`src/rtl/dec24_strobe_gen.sv`:
```
// Purpose: decode an (x,y,v) priority-encoder request into a timed one-hot strobe, then a one-cycle done gap.
// Latency: request accepted at edge k drives d_out for HOLD cycles from k+1; done in the following cycle.
// Backpressure: in_ready is high only in IDLE; inputs are ignored while a request is in progress.
module dec24_strobe_gen #(
    parameter int HOLD  = 3,
    parameter int CNT_W = 8
) (
    input  logic             clk,
    input  logic             rst,
    input  logic             x,
    input  logic             y,
    input  logic             v,
    output logic             in_ready,
    output logic [3:0]       d_out,
    output logic             busy,
    output logic             done,
    output logic [CNT_W-1:0] req_cnt
);

    typedef enum logic [1:0] {
        IDLE  = 2'd0,
        DRIVE = 2'd1,
        GAP   = 2'd2
    } state_t;

    // Hold counter is 8 bits wide because HOLD is limited to 1..255.
    localparam logic [7:0] HOLD_LOAD = 8'(HOLD - 1);

    state_t     state, state_nxt;
    logic [7:0] hold_cnt, hold_nxt;
    logic [1:0] code, code_nxt;
    logic [3:0] d_nxt;
    logic       accept;

    function automatic logic [3:0] decode(input logic [1:0] idx);
        decode = 4'b0001 << idx;
    endfunction

    // Readiness depends on state only, never on x/y/v.
    assign in_ready = (state == IDLE);

    // State register.
    always_ff @(posedge clk or posedge rst) begin
        if (rst) begin
            state <= IDLE;
        end else begin
            state <= state_nxt;
        end
    end

    // Next-state, hold counter, latched code and next decoded line.
    always_comb begin
        state_nxt = state;
        hold_nxt  = hold_cnt;
        code_nxt  = code;
        d_nxt     = d_out;
        accept    = 1'b0;
        case (state)
            IDLE: begin
                d_nxt = 4'b0000;
                if (v) begin
                    accept    = 1'b1;
                    state_nxt = DRIVE;
                    hold_nxt  = HOLD_LOAD;
                    code_nxt  = {x, y};
                    d_nxt     = decode({x, y});
                end
            end
            DRIVE: begin
                if (hold_cnt == 8'd0) begin
                    state_nxt = GAP;
                    d_nxt     = 4'b0000;
                end else begin
                    hold_nxt = hold_cnt - 8'd1;
                    d_nxt    = decode(code);
                end
            end
            GAP: begin
                state_nxt = IDLE;
                d_nxt     = 4'b0000;
            end
            default: begin
                state_nxt = IDLE;
                d_nxt     = 4'b0000;
            end
        endcase
    end

    // Datapath and registered outputs; busy/done are flopped from the next state so they line up with d_out.
    always_ff @(posedge clk or posedge rst) begin
        if (rst) begin
            hold_cnt <= 8'd0;
            code     <= 2'b00;
            d_out    <= 4'b0000;
            busy     <= 1'b0;
            done     <= 1'b0;
            req_cnt  <= '0;
        end else begin
            hold_cnt <= hold_nxt;
            code     <= code_nxt;
            d_out    <= d_nxt;
            busy     <= (state_nxt == DRIVE) || (state_nxt == GAP);
            done     <= (state_nxt == GAP);
            if (accept) begin
                req_cnt <= req_cnt + CNT_W'(1);
            end
        end
    end

endmodule

```
`config.mk`:
```
export PLATFORM = sky130hd
export DESIGN_NAME = dec24_strobe_gen
export DESIGN_NICKNAME = d
export VERILOG_FILES = /design/src/rtl/dec24_strobe_gen.sv
export SDC_FILE = /design/constraint.sdc
export NUM_CORES = 1
export LEC_CHECK = 0
export ABC_AREA = 1
export CELL_PAD_IN_SITES_DETAIL_PLACEMENT = 1
export CELL_PAD_IN_SITES_GLOBAL_PLACEMENT = 2
export CORE_MARGIN = 2
export CORE_UTILIZATION = 34
export CTS_BUF_LIST = sky130_fd_sc_hd__clkbuf_8
export DETAILED_ROUTE_END_ITERATION = 12
export HOLD_SLACK_MARGIN = 0.06
export MAX_ROUTING_LAYER = met4
export PLACE_DENSITY_LB_ADDON = 0.1
export SLEW_MARGIN = 5
export SYNTH_ARGS = -nofsm -noshare
export SYNTH_HDL_FRONTEND = slang
export SYNTH_SLANG_ARGS = --single-unit
```
`constraint.sdc`:
```
create_clock -name clk -period 2.15 [get_ports clk]
set_input_delay 0.43 -clock clk [delete_from_list [all_inputs] [get_ports clk]]
set_output_delay 0.43 -clock clk [all_outputs]
set_load 0.01 [all_outputs]
```
Yosys cells after proc, flatten, opt, wreduce, memory -nomap -nowiden:

Index checks and enable logic that the tools add are counted.

* bits in read-only memories: 0
* memories kept: 0
* bits in writable memories: 0
* bits in latches: 0
* bits in registers: 26
* output and inout port bits: 15

* reduce and logical (&&, ||, !) cells: 6
* shift operators: 2
* bitwise logic cells: 0
* divide/modulo/power cells: 0
* mux-type cells: 11
* order comparisons: 0
* $add $sub $neg: 2
* $mul: 0
* equality and inequality tests: 5

Operator list (count)
* 8-bit two-way mux: 2
* 8-bit case mux with 2 select lines: 1
* 8-bit by 1-bit adder with 8-bit output (second input constant): 1
* 8-bit zero test: 1
* 4-bit two-way mux: 2
* 4-bit case mux with 2 select lines: 1
* 1-bit by 2-bit left shift with 4-bit output (first input constant): 2
* 8-bit by 1-bit subtractor with 8-bit output (second input constant): 1
* 2-bit by 1-bit equality test with 1-bit output (second input constant): 2
* 2-bit two-way mux: 2
* 2-bit inequality test (second input constant): 2
* 2-bit case mux with 2 select lines: 1
* 3-bit AND reduction: 1
* 2-bit equality test (second input constant): 1
* 2-bit zero test: 1
* 1-bit two-way mux: 2
* 2-bit AND reduction: 1
* 2-bit nonzero test: 1
* 1-bit logical OR: 1

Depth between registers and ports, before layout:

Gate-level depths: netlist of the first run.

* word-level depth: 5
* mapped depth: 10
* depth with buffers taken out: 10

Worst setup path after synthesis of the first run:

OpenSTA, ideal clock, no wires.

* kind: register to register
* start point: register hold_cnt[0]
* end point: register busy
* buffers on the path: 0
* stages on the path, launching flop included: 11
* period minus slack after synthesis: 1508 ps
* data required time: 2087 ps
* path slack: 642 ps
* data arrival time: 1445 ps
* setup time: 63 ps
* path through: dfrtp_1 -> inv_1 -> ha_1 -> inv_2 -> nor2_4 -> nand2_4 -> nand2_8 -> nand2_8 -> clkinv_4 -> ha_1 -> inv_1

* cells in the longest elaborated chain, start to end: 5

Ends and longest elaborated chain
* start, declared: line 30 `logic [7:0] hold_cnt, hold_nxt;`
* start signal, assigned: line 99 `hold_cnt <= hold_nxt;`
* 8-bit zero test (*): line 70 `if (hold_cnt == 8'd0) begin`
* 2-bit two-way mux (*): line 70
* 2-bit case mux with 2 select lines (*): line 58 `case (state)`
* net state_nxt[0]: line 29 `state_t state, state_nxt;`
* 2-bit by 1-bit equality test with 1-bit output or 2-bit equality test (tied branches): line 102 `busy <= (state_nxt == DRIVE) || (state_nxt == GAP);`
* 1-bit logical OR (*): line 102
* end signal, assigned: line 102
* end, declared: line 15 `output logic busy,`

Mark *: on every way through the listed nets, which the timed path passes. The rest lies on a longest branch.
A chain may end at the register's enable or synchronous reset.

Worst setup path in the final report of the first run:

* start point: register state[1]
* end point: output port in_ready

* cells in the longest elaborated chain, start to end: 1

Ends and longest elaborated chain
* start, declared: line 29
* start signal, assigned: line 47 `state <= state_nxt;`
* 2-bit zero test: line 40 `assign in_ready = (state == IDLE);`
* end, declared: line 13 `output logic in_ready,`

Every way passes these cells.

==> impl_metrics.csv, run 1 <==
group,metric,value,unit
critical_path,endpoint_kind,"output port",
sta,post-route-period-util,84.84,%
clock_tree,post_cts_buffers,0,
critical_path,arrival,1.39,ns
sta,fin_skew,0.005597,ns
placement,place_inst,218,
sta,finalSetupViolCount,0,
logic_synthesis,ys_top_cells_by_count,"nand2_1, dfrtp_1, inv_1",
critical_path,worstSetupEndpoint,"in_ready",
critical_path,r2r_setup_slack,0.50,ns
sta,drv_slew,0,
clock_tree,clk_pin_slew,0.09,ns
hold_path,hold_class,"in2async",
clock_tree,numCtsBuffers,3,
power,powerDensity,1381,nW/um^2
critical_path,crit_type,"reg2out",
route,ant_nets,0,
cells_and_area,area_growth,21.20,%
sta,setup_tns,0,ns
critical_path,startpoint_type,"flip-flop",
power,vdd_drop_max,0.0006022,V
logic_synthesis,ys_async_sr_fraction,100.0,%
clock_tree,clock-root-buffer,"clkbuf_8",
logic_synthesis,synth_cell_type_count,28,
placement,dpl.hpwl,2194,um
run,cap_violations,0,
critical_path,rr_worst_depth,10,
cells_and_area,final_cells,221,
clock_tree,postCtsHoldBufs,0,
floorplan,die_area,4515,um^2
global_route,antenna_found_initial,0,
clock_tree,cts_sinks,26,
sta,holdWs,0.5098,ns
sta,hold_viol_final,0,
clock_tree,htreeDepth,1,
critical_path,worstReg2RegEnd,"busy",
logic_synthesis,synth_most_common_cell,"nand2_1",
logic_synthesis,synth_seq_cells,26,
power,p_leak,0.8484,nW
floorplan,dieWidth,67.19,um
logic_synthesis,ys_seq_area_share,47.93,%
placement,io_buffers,19,
critical_path,cp.required,1.72,ns
global_route,overflow,0,
global_route,grt_pass1_vias,1042,
sta,max_freq,0.5482,GHz
power,netSwitchingPower,0.9846,mW
logic_synthesis,synth_nets,159,
route,drc,0,
logic_synthesis,avgSynthCellArea,8.990,um^2
route,vias,1017,
clock_tree,cts_tree,"built",
route,wirelength,2819,um
route,drt_iter0_drc,31,
sta,grt_setup_unrepaired,"no",
sta,worstMarginPinSlew,0.3312,ns
power,seq_power_share,35.9,%
clock_tree,post_cts_resized,0,
cells_and_area,finalNetCount,183,
floorplan,rows,22,
route,avgViaCountPerCell,4.602,
global_route,grt.total_usage,15.17,%
cells_and_area,final_util,43.95,%
cells_and_area,drive_gt1_share,13.29,%
cells_and_area,diodes,0,
sta,fin_crit,1.824,ns
logic_synthesis,synthCells,151,
clock_tree,cts_buffer_depth,2,
floorplan,core_area,3744,um^2
global_route,grt_pass1_wl,4878,um
logic_synthesis,ys.flop_type,"dfrtp_1",
power,power_frac_clock,12.0,%
cells_and_area,fill_cells,449,
run_status,status,"finished, final reports clean",
clock_tree,clk_latency,0.27,ns
logic_synthesis,synth_area_leaders,"dfrtp_1, nand2_1, inv_1, nor2_1, nand2_8",
sta,slew_headroom,77.87,%
critical_path,crit_start,"state[1]",
logic_synthesis,yosys_warnings,0,
route,avgRoutedWirePerCell,12.76,um
logic_synthesis,synth_edf_count,0,
critical_path,rr_startpoint,"hold_cnt[0]",
floorplan,io-pin-count,20,
logic_synthesis,synth_area_leader_cell,"dfrtp_1",
floorplan,initial_core_util,36.26,%
power,switching_share,43.33,%
placement,gp_congestion,0.7767,
critical_path,critPathMaxFanout,2,
floorplan,die_y,67.19,um
logic_synthesis,synth_top_area_share,47.93,%
logic_synthesis,syn-cell-area,1358,um^2
route,firstDrtPassIters,4,
power,p_comb_share,52.1,%
power,intPower,1.287,mW
global_route,grt_max_degree,27,
-- layout make-up --
class,instances,area [um^2],share of cell area [%]
multi-input cells,100,593.1,36.05
repair buffers,20,197.7,12.02
inverters,24,102.6,6.236
well taps,48,60.06,3.650
clock buffers,3,41.29,2.510
flip-flops and latches,26,650.6,39.54
-- per-stage QoR --
step | setup slack, ns | cell area [um^2] | total power, mW
floorplan | 0.6419 | 1358 | 1.663
global placement | 0.4555 | 1604 | 2.004
detailed placement | 0.4274 | 1604 | 2.041
CTS | 0.3036 | 1645 | 2.330
global route | 0.2697 | 1645 | 2.499
finish | 0.3258 | 1645 | 2.272
-- flip-flops by register name (all words and copies together), names as in the netlist --
signal / cells
busy: 1
d_out: 4
state: 2
hold_cnt: 8
code: 2
req_cnt: 8
done: 1
-- power groups by stage --
stage / Clock [mW] / Combinational, mW / Sequential (mW)
after floorplan: 0 / 0.824 / 0.839
after global placement: 0 / 1.18 / 0.825
after detailed placement: 0 / 1.21 / 0.829
after CTS: 0.294 / 1.22 / 0.821
after global routing: 0.310 / 1.35 / 0.844
final: 0.273 / 1.18 / 0.816
-- layout by cell type (no fill, tap or decap), types with 5 or more instances in the layout --
cell type / count
nand4_1: 5
dfrtp_1: 26
nand3_1: 8
inv_1: 19
nand2_1: 42
clkdlybuf4s50_1: 19
nor2_1: 11
-- metal layers --
metal	up-vias	GRT usage (%)	routed length, um
li1	515	-	-
met1	483	18.99	1308
met2	15	24.01	1374
met3	4	3.167	90
met4	0	6.122	45
met5	-	-	0
-- worst min path at each step --
stage	endpoint	slack [ns]	depth (start not counted)
floorplan	busy	0.47	1
global placement	req_cnt[6]	0.48	2
detailed placement	req_cnt[6]	0.52	2
CTS	req_cnt[2]	0.53	3
global route	hold_cnt[1]	0.54	3
finish	req_cnt[2]	0.51	3
-- critical path: stages, from the launching register on --
cell             delay [ns]
dfrtp_1                0.44
nor2_4                 0.14
clkdlybuf4s50_1        0.55
-- cell families (layout without fill, tap and decap cells) --
logic type	count (synthesis)	in the layout	synth area share (%)
AOI/OAI and AO/OA	10	10	4.147
DFF	26	26	47.93
xor gates and xnor gates	6	6	4.425
buffers and inverters	25	47	8.387
adders and majority gates	3	3	2.765
and+or+nand+nor	81	81	32.35
(Power assumes the default switching activity.)
==> run 2: changes to the inputs <==
Settings changed: CORE_UTILIZATION 34 to 30.
Clock period 2.15 ns to 1.5 ns, I/O delays scaled along.
==> impl_metrics.csv, run 2 (synthesis gave the netlist of run 1 again) <==
group,metric,value,unit
run_status,status,"finished, final reports clean",
global_route,grt_pass1_wl,5651,um
clock_tree,htreeDepth,1,
route,drt_iter0_drc,25,
global_route,grt_pass1_vias,1228,
critical_path,endpoint_kind,"output port",
sta,post-route-period-util,96.11,%
power,vdd_drop_max,0.0006639,V
power,powerDensity,2096,nW/um^2
sta,fin_crit,1.442,ns
clock_tree,numCtsBuffers,3,
floorplan,dieWidth,71.27,um
placement,gp_congestion,0.7600,
floorplan,core_area,4354,um^2
critical_path,cp.required,1.20,ns
cells_and_area,seqCellArea,650.6,um^2
cells_and_area,final_common_cell,"nand2_1",
placement,io_buffers,19,
sta,worstMarginPinSlew,0.3413,ns
global_route,overflow,0,
power,p_leak,0.9988,nW
sta,holdWs,0.3686,ns
hold_path,hold_class,"in2async",
floorplan,die_area,5079,um^2
critical_path,critPathMaxFanout,1,
route,avgRoutedWirePerCell,12.99,um
sta,fin_skew,0.007435,ns
cells_and_area,fill_cells,521,
floorplan,rows,24,
clock_tree,clk_latency,0.28,ns
clock_tree,postCtsHoldBufs,0,
clock_tree,cts_buffer_depth,2,
cells_and_area,drive_gt1_share,23.56,%
cells_and_area,final_cell_mix,"nand2_1, dfrtp_1, buf_4",
critical_path,crit_chain,"clkdlybuf4s50_1",
route,vias,1100,
placement,dpl.hpwl,2477,um
critical_path,crit_family,"buffers and inverters",
clock_tree,cts_sinks,26,
floorplan,io-pin-count,20,
clock_tree,clock-root-buffer,"clkbuf_8",
route,avgViaCountPerCell,4.527,
cells_and_area,multi_input_comb_area,598.1,um^2
global_route,antenna_found_initial,0,
critical_path,crit_slowest_cell,"clkdlybuf4s50_1",
clock_tree,clk_pin_slew,0.10,ns
clock_tree,cts_tree,"built",
power,p_total,3.800,mW
sta,drv_slew,0,
cells_and_area,reg_top3,"hold_cnt (8), req_cnt (8), d_out (4)",
route,drc,0,
sta,slew_headroom,77.25,%
cells_and_area,area_growth,33.55,%
global_route,grt.total_usage,14.63,%
route,ant_nets,0,
cells_and_area,finalNetCount,200,
sta,finalSetupViolCount,0,
critical_path,arrival,1.14,ns
floorplan,initial_core_util,31.18,%
sta,hold_viol_final,0,
route,firstDrtPassIters,2,
critical_path,timing.critical_path.buf_inv,1,
sta,max_freq,0.6936,GHz
floorplan,die_y,71.27,um
critical_path,max_stage_delay,0.53,ns
critical_path,crit_type,"reg2out",
route,wirelength,3156,um
cells_and_area,diodes,0,
global_route,grt_max_degree,27,
critical_path,startpoint_type,"flip-flop",
run,cap_violations,0,
==> run 2: cell types whose count changed in the layout (fill, tap and decap cells not counted) <==
cell	previous run	this run
clkdlybuf4s50_1	19	10
bufinv_16	0	1
ha_2	0	1
ha_1	3	2
inv_2	3	5
inv_1	19	17
dlygate4sd2_1	0	6
nor2_2	1	2
buf_4	1	18
dlymetal6s2s_1	0	3
nor2_1	11	10
==> run 2: per-stage QoR <==
step                      setup WS (ns)  cell area (um^2)  instances    TNS, ns  util [%]
after floorplan                 0.01247              1360        151          0         -
after global placement         0.009498              1687        232          0     38.74
after detailed placement       -0.02885              1687        232   -0.02952     38.74
after CTS                      0.003591              1788        241          0     41.06
after global routing          -0.002331              1813        243  -0.002331     41.64
final                           0.05832              1813        243          0     41.64
==> run 2: layer usage <==
| metal | vias to the layer above | GRT usage, % | wire, um |
|---|---|---|---|
| met5 | - | - | 0 |
| met4 | 0 | 5.031 | 48 |
| met3 | 5 | 2.110 | 67 |
| met2 | 11 | 26.23 | 1661 |
| met1 | 533 | 16.61 | 1378 |
| li1 | 551 | - | - |
==> run 2: path summary, 6_finish.rpt <==
| check | start | endpoint | slack (ns) | cells past startpoint |
|---|---|---|---|---|
| worst max-delay path | d_out[2] | d_out[2] | 0.06 | 1 |
| worst min-delay path | rst | code[0] | 0.37 | 3 |
| worst min register to register | req_cnt[6] | req_cnt[6] | 0.51 | 2 |
| min in group clk | req_cnt[6] | req_cnt[6] | 0.51 | 2 |
| worst max register to register | hold_cnt[1] | busy | 0.08 | 8 |
| max in group asynchronous | rst | hold_cnt[4] | 0.87 | 3 |
==> run 2: area by class of cell <==
class                           instances  share of cell area, %
Clock buffer                            3                  2.277
Clock inverter                          1                  1.656
Inverter                               24                  5.659
Multi-Input combinational cell        100                  32.99
Sequential cell                        26                  35.89
Tap cell                               52                  3.589
Timing Repair Buffer                   37                  17.94
==> run 2: report_power, final <==
group / internal [mW] / total, mW / switching [mW]
Sequential: 0.961 / 1.13 / 0.170
Combinational: 0.930 / 2.08 / 1.15
Clock: 0.357 / 0.588 / 0.231
Total: 2.25 / 3.80 / 1.55
==> run 2: what timing repair did <==
action | CTS | global route
buffers inserted | 5 | 2
pin swaps | 0 | 2
setup endpoints to repair | 9 | 11
gates resized for setup | 6 | 6
